<file path="src/rtl/ascon_permutation_iter.sv">
// Iterative ASCON permutation core: UNROLL chained rounds per clock,
// run-time round count 0..12 (larger requests clamp to 12).
module ascon_permutation_iter #(
    parameter int UNROLL = 1
) (
    input  logic         clk,
    input  logic         rst_n,
    input  logic         start,
    input  logic [3:0]   rounds,
    input  logic [319:0] in,
    output logic         ready,
    output logic         busy,
    output logic         done,
    output logic [319:0] out
);

    if (UNROLL < 1 || UNROLL > 4) begin : g_bad_unroll
        $error("ascon_permutation_iter: UNROLL must be in 1..4");
    end

    typedef enum logic {
        IDLE = 1'b0,
        RUN  = 1'b1
    } state_t;

    state_t        fsm;
    logic [319:0]  st;
    logic [3:0]    rc_idx;
    logic [3:0]    remaining;
    logic [3:0]    a_eff;
    logic [3:0]    step;
    logic [319:0]  chain;
    logic [319:0]  result;

    // 64-bit rotate right by a constant amount
    function automatic logic [63:0] ror(
        input logic [63:0] x,
        input int unsigned n
    );
        return (x >> n) | (x << (64 - n));
    endfunction

    // One full ASCON round with round-constant index r
    function automatic logic [319:0] round_fn(
        input logic [319:0] s,
        input logic [3:0]   r
    );
        logic [63:0] x0, x1, x2, x3, x4;
        logic [63:0] t0, t1, t2, t3, t4;
        x0 = s[319:256];
        x1 = s[255:192];
        x2 = s[191:128];
        x3 = s[127:64];
        x4 = s[63:0];

        // constant addition: high nibble is 15-r, which is ~r in 4 bits
        x2 = x2 ^ {56'd0, ~r, r};

        // bitsliced 5-bit S-box
        x0 = x0 ^ x4;
        x4 = x4 ^ x3;
        x2 = x2 ^ x1;
        t0 = ~x0 & x1;
        t1 = ~x1 & x2;
        t2 = ~x2 & x3;
        t3 = ~x3 & x4;
        t4 = ~x4 & x0;
        x0 = x0 ^ t1;
        x1 = x1 ^ t2;
        x2 = x2 ^ t3;
        x3 = x3 ^ t4;
        x4 = x4 ^ t0;
        x1 = x1 ^ x0;
        x0 = x0 ^ x4;
        x3 = x3 ^ x2;
        x2 = ~x2;

        // linear diffusion
        x0 = x0 ^ ror(x0, 19) ^ ror(x0, 28);
        x1 = x1 ^ ror(x1, 61) ^ ror(x1, 39);
        x2 = x2 ^ ror(x2, 1)  ^ ror(x2, 6);
        x3 = x3 ^ ror(x3, 10) ^ ror(x3, 17);
        x4 = x4 ^ ror(x4, 7)  ^ ror(x4, 41);

        return {x0, x1, x2, x3, x4};
    endfunction

    // clamp requested round count to 12
    assign a_eff = (rounds > 4'd12) ? 4'd12 : rounds;

    // handshake status follows the FSM directly
    assign ready = (fsm == IDLE);
    assign busy  = ~ready;

    // chained rounds; stages past the remaining count pass through
    always_comb begin
        step  = (remaining < 4'(UNROLL)) ? remaining : 4'(UNROLL);
        chain = st;
        for (int j = 0; j < UNROLL; j++) begin
            if (4'(j) < step) begin
                chain = round_fn(chain, rc_idx + 4'(j));
            end
        end
        result = chain;
    end

    // control FSM with registered state, counters and outputs
    always_ff @(posedge clk or negedge rst_n) begin
        if (!rst_n) begin
            fsm       <= IDLE;
            st        <= '0;
            rc_idx    <= '0;
            remaining <= '0;
            out       <= '0;
            done      <= 1'b0;
        end else begin
            done <= 1'b0;
            unique case (fsm)
                IDLE: begin
                    if (start) begin
                        if (a_eff == 4'd0) begin
                            out  <= in;
                            done <= 1'b1;
                        end else begin
                            st        <= in;
                            rc_idx    <= 4'd12 - a_eff;
                            remaining <= a_eff;
                            fsm       <= RUN;
                        end
                    end
                end
                RUN: begin
                    st        <= result;
                    rc_idx    <= rc_idx + step;
                    remaining <= remaining - step;
                    if (remaining == step) begin
                        out  <= result;
                        done <= 1'b1;
                        fsm  <= IDLE;
                    end
                end
                default: fsm <= IDLE;
            endcase
        end
    end

endmodule

</file>
<file path="config.mk">
export PLATFORM = sky130hd
export DESIGN_NAME = ascon_permutation_iter
export DESIGN_NICKNAME = d
export VERILOG_FILES = /design/src/rtl/ascon_permutation_iter.sv
export SDC_FILE = /design/constraint.sdc
export NUM_CORES = 2
export LEC_CHECK = 0
export CAP_MARGIN = 30
export CELL_PAD_IN_SITES_DETAIL_PLACEMENT = 0
export CELL_PAD_IN_SITES_GLOBAL_PLACEMENT = 1
export CORE_MARGIN = 2
export CORE_UTILIZATION = 43
export CTS_CLUSTER_DIAMETER = 100
export DETAILED_ROUTE_END_ITERATION = 8
export PLACE_DENSITY_LB_ADDON = 0.15
export RECOVER_POWER = 25
export SETUP_SLACK_MARGIN = 0.05
export SYNTH_ARGS = -nofsm -noshare
export SYNTH_HDL_FRONTEND = slang
export SYNTH_SLANG_ARGS = --single-unit
</file>
<file path="constraint.sdc">
create_clock -name clk -period 3.1 [get_ports clk]
set_input_delay 0.62 -clock clk [delete_from_list [all_inputs] [get_ports clk]]
set_output_delay 0.62 -clock clk [all_outputs]
set_load 0.01 [all_outputs]
</file>
==> impl_metrics.xml <==
<?xml version="1.0" encoding="UTF-8"?>
<metrics>
  <group name="route">
    <metric name="drc_violation_total_after_the_first_tritonroute_iteration" unit="">6691</metric>
    <metric name="first_pass_iters" unit="">7</metric>
    <metric name="route.detailed.vias_per_inst" unit="">6.44</metric>
    <metric name="route.final.wire_length" unit="mm">246</metric>
    <metric name="antenna_nets_post_route" unit="">0</metric>
    <metric name="post-route-drc-count" unit="">0</metric>
    <metric name="post_drt_wl_per_cell" unit="um">32.5</metric>
    <metric name="via_count" unit="">48900</metric>
  </group>
  <group name="timing">
    <metric name="report.final.hold_viol_count" unit="">0</metric>
    <metric name="finalCriticalPeriod" unit="ns">2.93</metric>
    <metric name="fmax" unit="MHz">341</metric>
    <metric name="setup-violations-final" unit="">0</metric>
    <metric name="maxSlewHeadroom" unit="">-0.0481</metric>
    <metric name="rsz0062_at_grt" unit="">no</metric>
    <metric name="fin_worst_skew" unit="ns">0.0280</metric>
    <metric name="worst_path_setup_slack_after_routing" unit="ns">0.169</metric>
    <metric name="timing_max_transition_violations_final" unit="">44</metric>
    <metric name="worst_slew_pin_slew" unit="ns">1.57</metric>
    <metric name="layout_worst_path_cycle_share" unit="">0.946</metric>
  </group>
  <group name="logic_synthesis">
    <metric name="yosys_warnings" unit="">0</metric>
    <metric name="synth_seq_area_share" unit="">0.348</metric>
    <metric name="synth_top_flop_cell" unit="">dfrtp_1</metric>
    <metric name="ys_async_sr_fraction" unit="">1.00</metric>
    <metric name="synth_cell_type_count" unit="">54</metric>
    <metric name="netlist_instances" unit="">5140</metric>
    <metric name="synth.ff_latch_count" unit="">650</metric>
    <metric name="syn_avg_cell_area" unit="sq um">9.10</metric>
    <metric name="synth_edf_count" unit="">0</metric>
    <metric name="cell_area_synth" unit="sq um">46800</metric>
  </group>
  <group name="floorplan">
    <metric name="design.die.area" unit="sq um">111000</metric>
    <metric name="initial_utilization" unit="">0.435</metric>
    <metric name="boundaryPins" unit="">650</metric>
    <metric name="design.core.area" unit="sq um">108000</metric>
    <metric name="width_of_the_chip" unit="um">334</metric>
    <metric name="chipHeight" unit="um">334</metric>
    <metric name="total_number_of_placement_rows" unit="">120</metric>
  </group>
  <group name="global_routing">
    <metric name="first_global_vias" unit="">46000</metric>
    <metric name="global_route_wire_length_before_repair" unit="mm">347</metric>
    <metric name="global_route.usage.total" unit="">0.429</metric>
    <metric name="grt_max_degree" unit="">143</metric>
    <metric name="initial_antenna_violation_count" unit="">8</metric>
    <metric name="grt_remaining_overflow" unit="">0</metric>
  </group>
  <group name="final_layout">
    <metric name="num-nets-final" unit="">6573</metric>
    <metric name="area.growth.synth_to_final" unit="%">31.9</metric>
    <metric name="mostFrequentLayoutCell" unit="">xnor2_1</metric>
    <metric name="layout_common_cells" unit="">996 x xnor2_1, 649 x dfrtp_1, 647 x clkdlybuf4s50_1, 534 x buf_4, 527 x a21oi_1</metric>
    <metric name="layout-drive-gt1-share" unit="">0.131</metric>
  </group>
  <group name="clock_network">
    <metric name="cts-buffers-inserted" unit="">79</metric>
    <metric name="clock_tree.buffer_depth" unit="">3</metric>
    <metric name="clkTransAtPathRegs" unit="ns">0.06</metric>
    <metric name="insertion_delay" unit="ns">0.69</metric>
    <metric name="tritoncts_clock_tree" unit="">done</metric>
    <metric name="clock-sinks" unit="">650</metric>
    <metric name="ctsHtreeMaxLevel" unit="">3</metric>
    <metric name="clock_tree.root_cell" unit="">clkbuf_16</metric>
  </group>
  <group name="worst_setup_path">
    <metric name="critPathMaxFanout" unit="">33</metric>
    <metric name="critical_path_class" unit="">flip-flop to flip-flop</metric>
    <metric name="cp.arrival" unit="ns">3.45</metric>
    <metric name="cp_data_required_time" unit="ns">3.62</metric>
    <metric name="startpoint_type" unit="">flip-flop</metric>
    <metric name="setup.worst_path.end_class" unit="">flip-flop</metric>
  </group>
  <group name="status">
    <metric name="failed_checks" unit="">max-capacitance violations, max-slew violations</metric>
    <metric name="status" unit="">finished, violations left</metric>
  </group>
  <group name="placement">
    <metric name="placement.io_buffers" unit="">649</metric>
    <metric name="dp.final_hpwl" unit="mm">190</metric>
    <metric name="gpl_congestion" unit="">1.03</metric>
    <metric name="preCtsSetupSlack" unit="ns">-0.166</metric>
  </group>
  <group name="flow_run">
    <metric name="maxCapViolCount" unit="">1</metric>
  </group>
  <group name="worst_hold_path">
    <metric name="type_of_the_worst_min_delay_path" unit="">flip-flop to flip-flop</metric>
  </group>
</metrics>
==> cells in the mapped netlist, types with 4 or more instances <==
master,n,share of area
a222oi_1,8,0.0017
a211oi_1,7,0.0011
a31oi_1,240,0.032
o22ai_1,6,0.00080
xor2_1,113,0.021
nand3_1,80,0.0086
o22a_1,4,0.00075
a221oi_1,9,0.0017
mux2i_1,4,0.00086
inv_1,149,0.012
buf_2,97,0.010
ha_1,133,0.036
o21ai_1,69,0.0074
xnor2_2,42,0.015
buf_4,7,0.0011
xnor2_1,996,0.19
maj3_1,11,0.0024
o221ai_1,421,0.079
nor2b_1,238,0.032
dfrtp_1,650,0.35
and3_1,6,0.00080
buf_1,13,0.0010
clkbuf_1,263,0.021
nand2_1,231,0.019
xor2_2,4,0.0014
o21ai_0,125,0.013
nor2_1,238,0.019
a21oi_1,528,0.056
a22oi_1,302,0.048
or3_1,113,0.015
==> per-stage QoR <==
step | cells | utilization | area (sq um) | hold WS, ns | setup TNS, ns
after floorplan | 5141 | - | 46800 | 0.324 | 0
after global placement | 7426 | 0.549 | 59100 | 0.509 | -20.64
after detailed placement | 7427 | 0.550 | 59100 | 0.516 | -32.82
after CTS | 7573 | 0.574 | 61700 | 0.464 | 0
after global routing | 7580 | 0.574 | 61700 | 0.549 | 0
final | 7584 | 0.574 | 61700 | 0.522 | 0
==> area by class of cell <==
| type | instances | area [sq um] |
|---|---|---|
| Inverter | 152 | 583 |
| Tap cell | 1403 | 1760 |
| Fill cell | 9727 | 45800 |
| Timing Repair Buffer | 1269 | 12000 |
| Clock buffer | 112 | 2250 |
| Clock inverter | 33 | 379 |
| Antenna cell | 5 | 12.5 |
| Sequential cell | 650 | 16300 |
| Multi-Input combinational cell | 3960 | 28500 |
==> sequential cells by signal, indices dropped and copies added, names as in the netlist <==
| register | count |
|---|---|
| busy | 1 |
| done | 1 |
| out | 320 |
| rc_idx | 4 |
| remaining | 4 |
| st | 320 |
==> layer usage <==
metal | part of all wire | global-route usage | vias to the layer above
li1 | - | - | 20700
met3 | 0.11 | 0.110 | 665
met5 | 0.00022 | 0 | -
met1 | 0.39 | 0.561 | 24100
met4 | 0.077 | 0.268 | 8
met2 | 0.42 | 0.632 | 3434
==> critical path, stage by stage, from the launching register on <==
cell and delay [ns]:
dfrtp_1 0.44, nor4_4 0.28, buf_4 0.19, inv_8 0.10
nand2b_4 0.11, ha_4 0.16, nand2_1 0.13, nor3_4 0.36
nor2_4 0.21, buf_4 0.21, buf_12 0.17, a22oi_1 0.22
o221ai_1 0.14
==> kinds of logic (layout without fill, tap and decap cells) <==
| family | count (synthesis) | count (layout) | synth area share |
|---|---|---|---|
| flip-flops | 650 | 650 | 0.348 |
| AND/OR/NAND/NOR | 915 | 916 | 0.0959 |
| adder cells (fa/ha/maj) | 145 | 145 | 0.0384 |
| XOR/XNOR | 1159 | 1159 | 0.226 |
| AO/OA/AOI/OAI | 1733 | 1733 | 0.246 |
| multiplexers | 4 | 4 | 0.000856 |
| buffers and inverters | 532 | 1566 | 0.0458 |
| other | 2 | 8 | 0.000161 |
==> final timing paths <==
check                        startpoint        to  slack, ns  cells past startpoint
min reg2reg                    out[183]  out[183]       0.52                      2
max                        remaining[0]  out[287]       0.17                     12
min in group asynchronous         rst_n  out[124]       0.88                      2
max reg2reg                remaining[0]  out[287]       0.17                     12
min                            out[183]  out[183]       0.52                      2
max in group asynchronous         rst_n   st[162]       0.42                      4
==> repair_timing <==
item / CTS / global route
hold buffers: 1 / 0
setup buffers: 0 / 5
endpoints found under the hold margin: 31 / 0
cloned: 0 / 1
endpoints found under the setup margin: 48 / 251
resized for setup: 1 / 6
pin swaps: 0 / 3
Power is not shown: default switching activity piles up to over one toggle a cycle in this logic, so the estimate is an artifact.
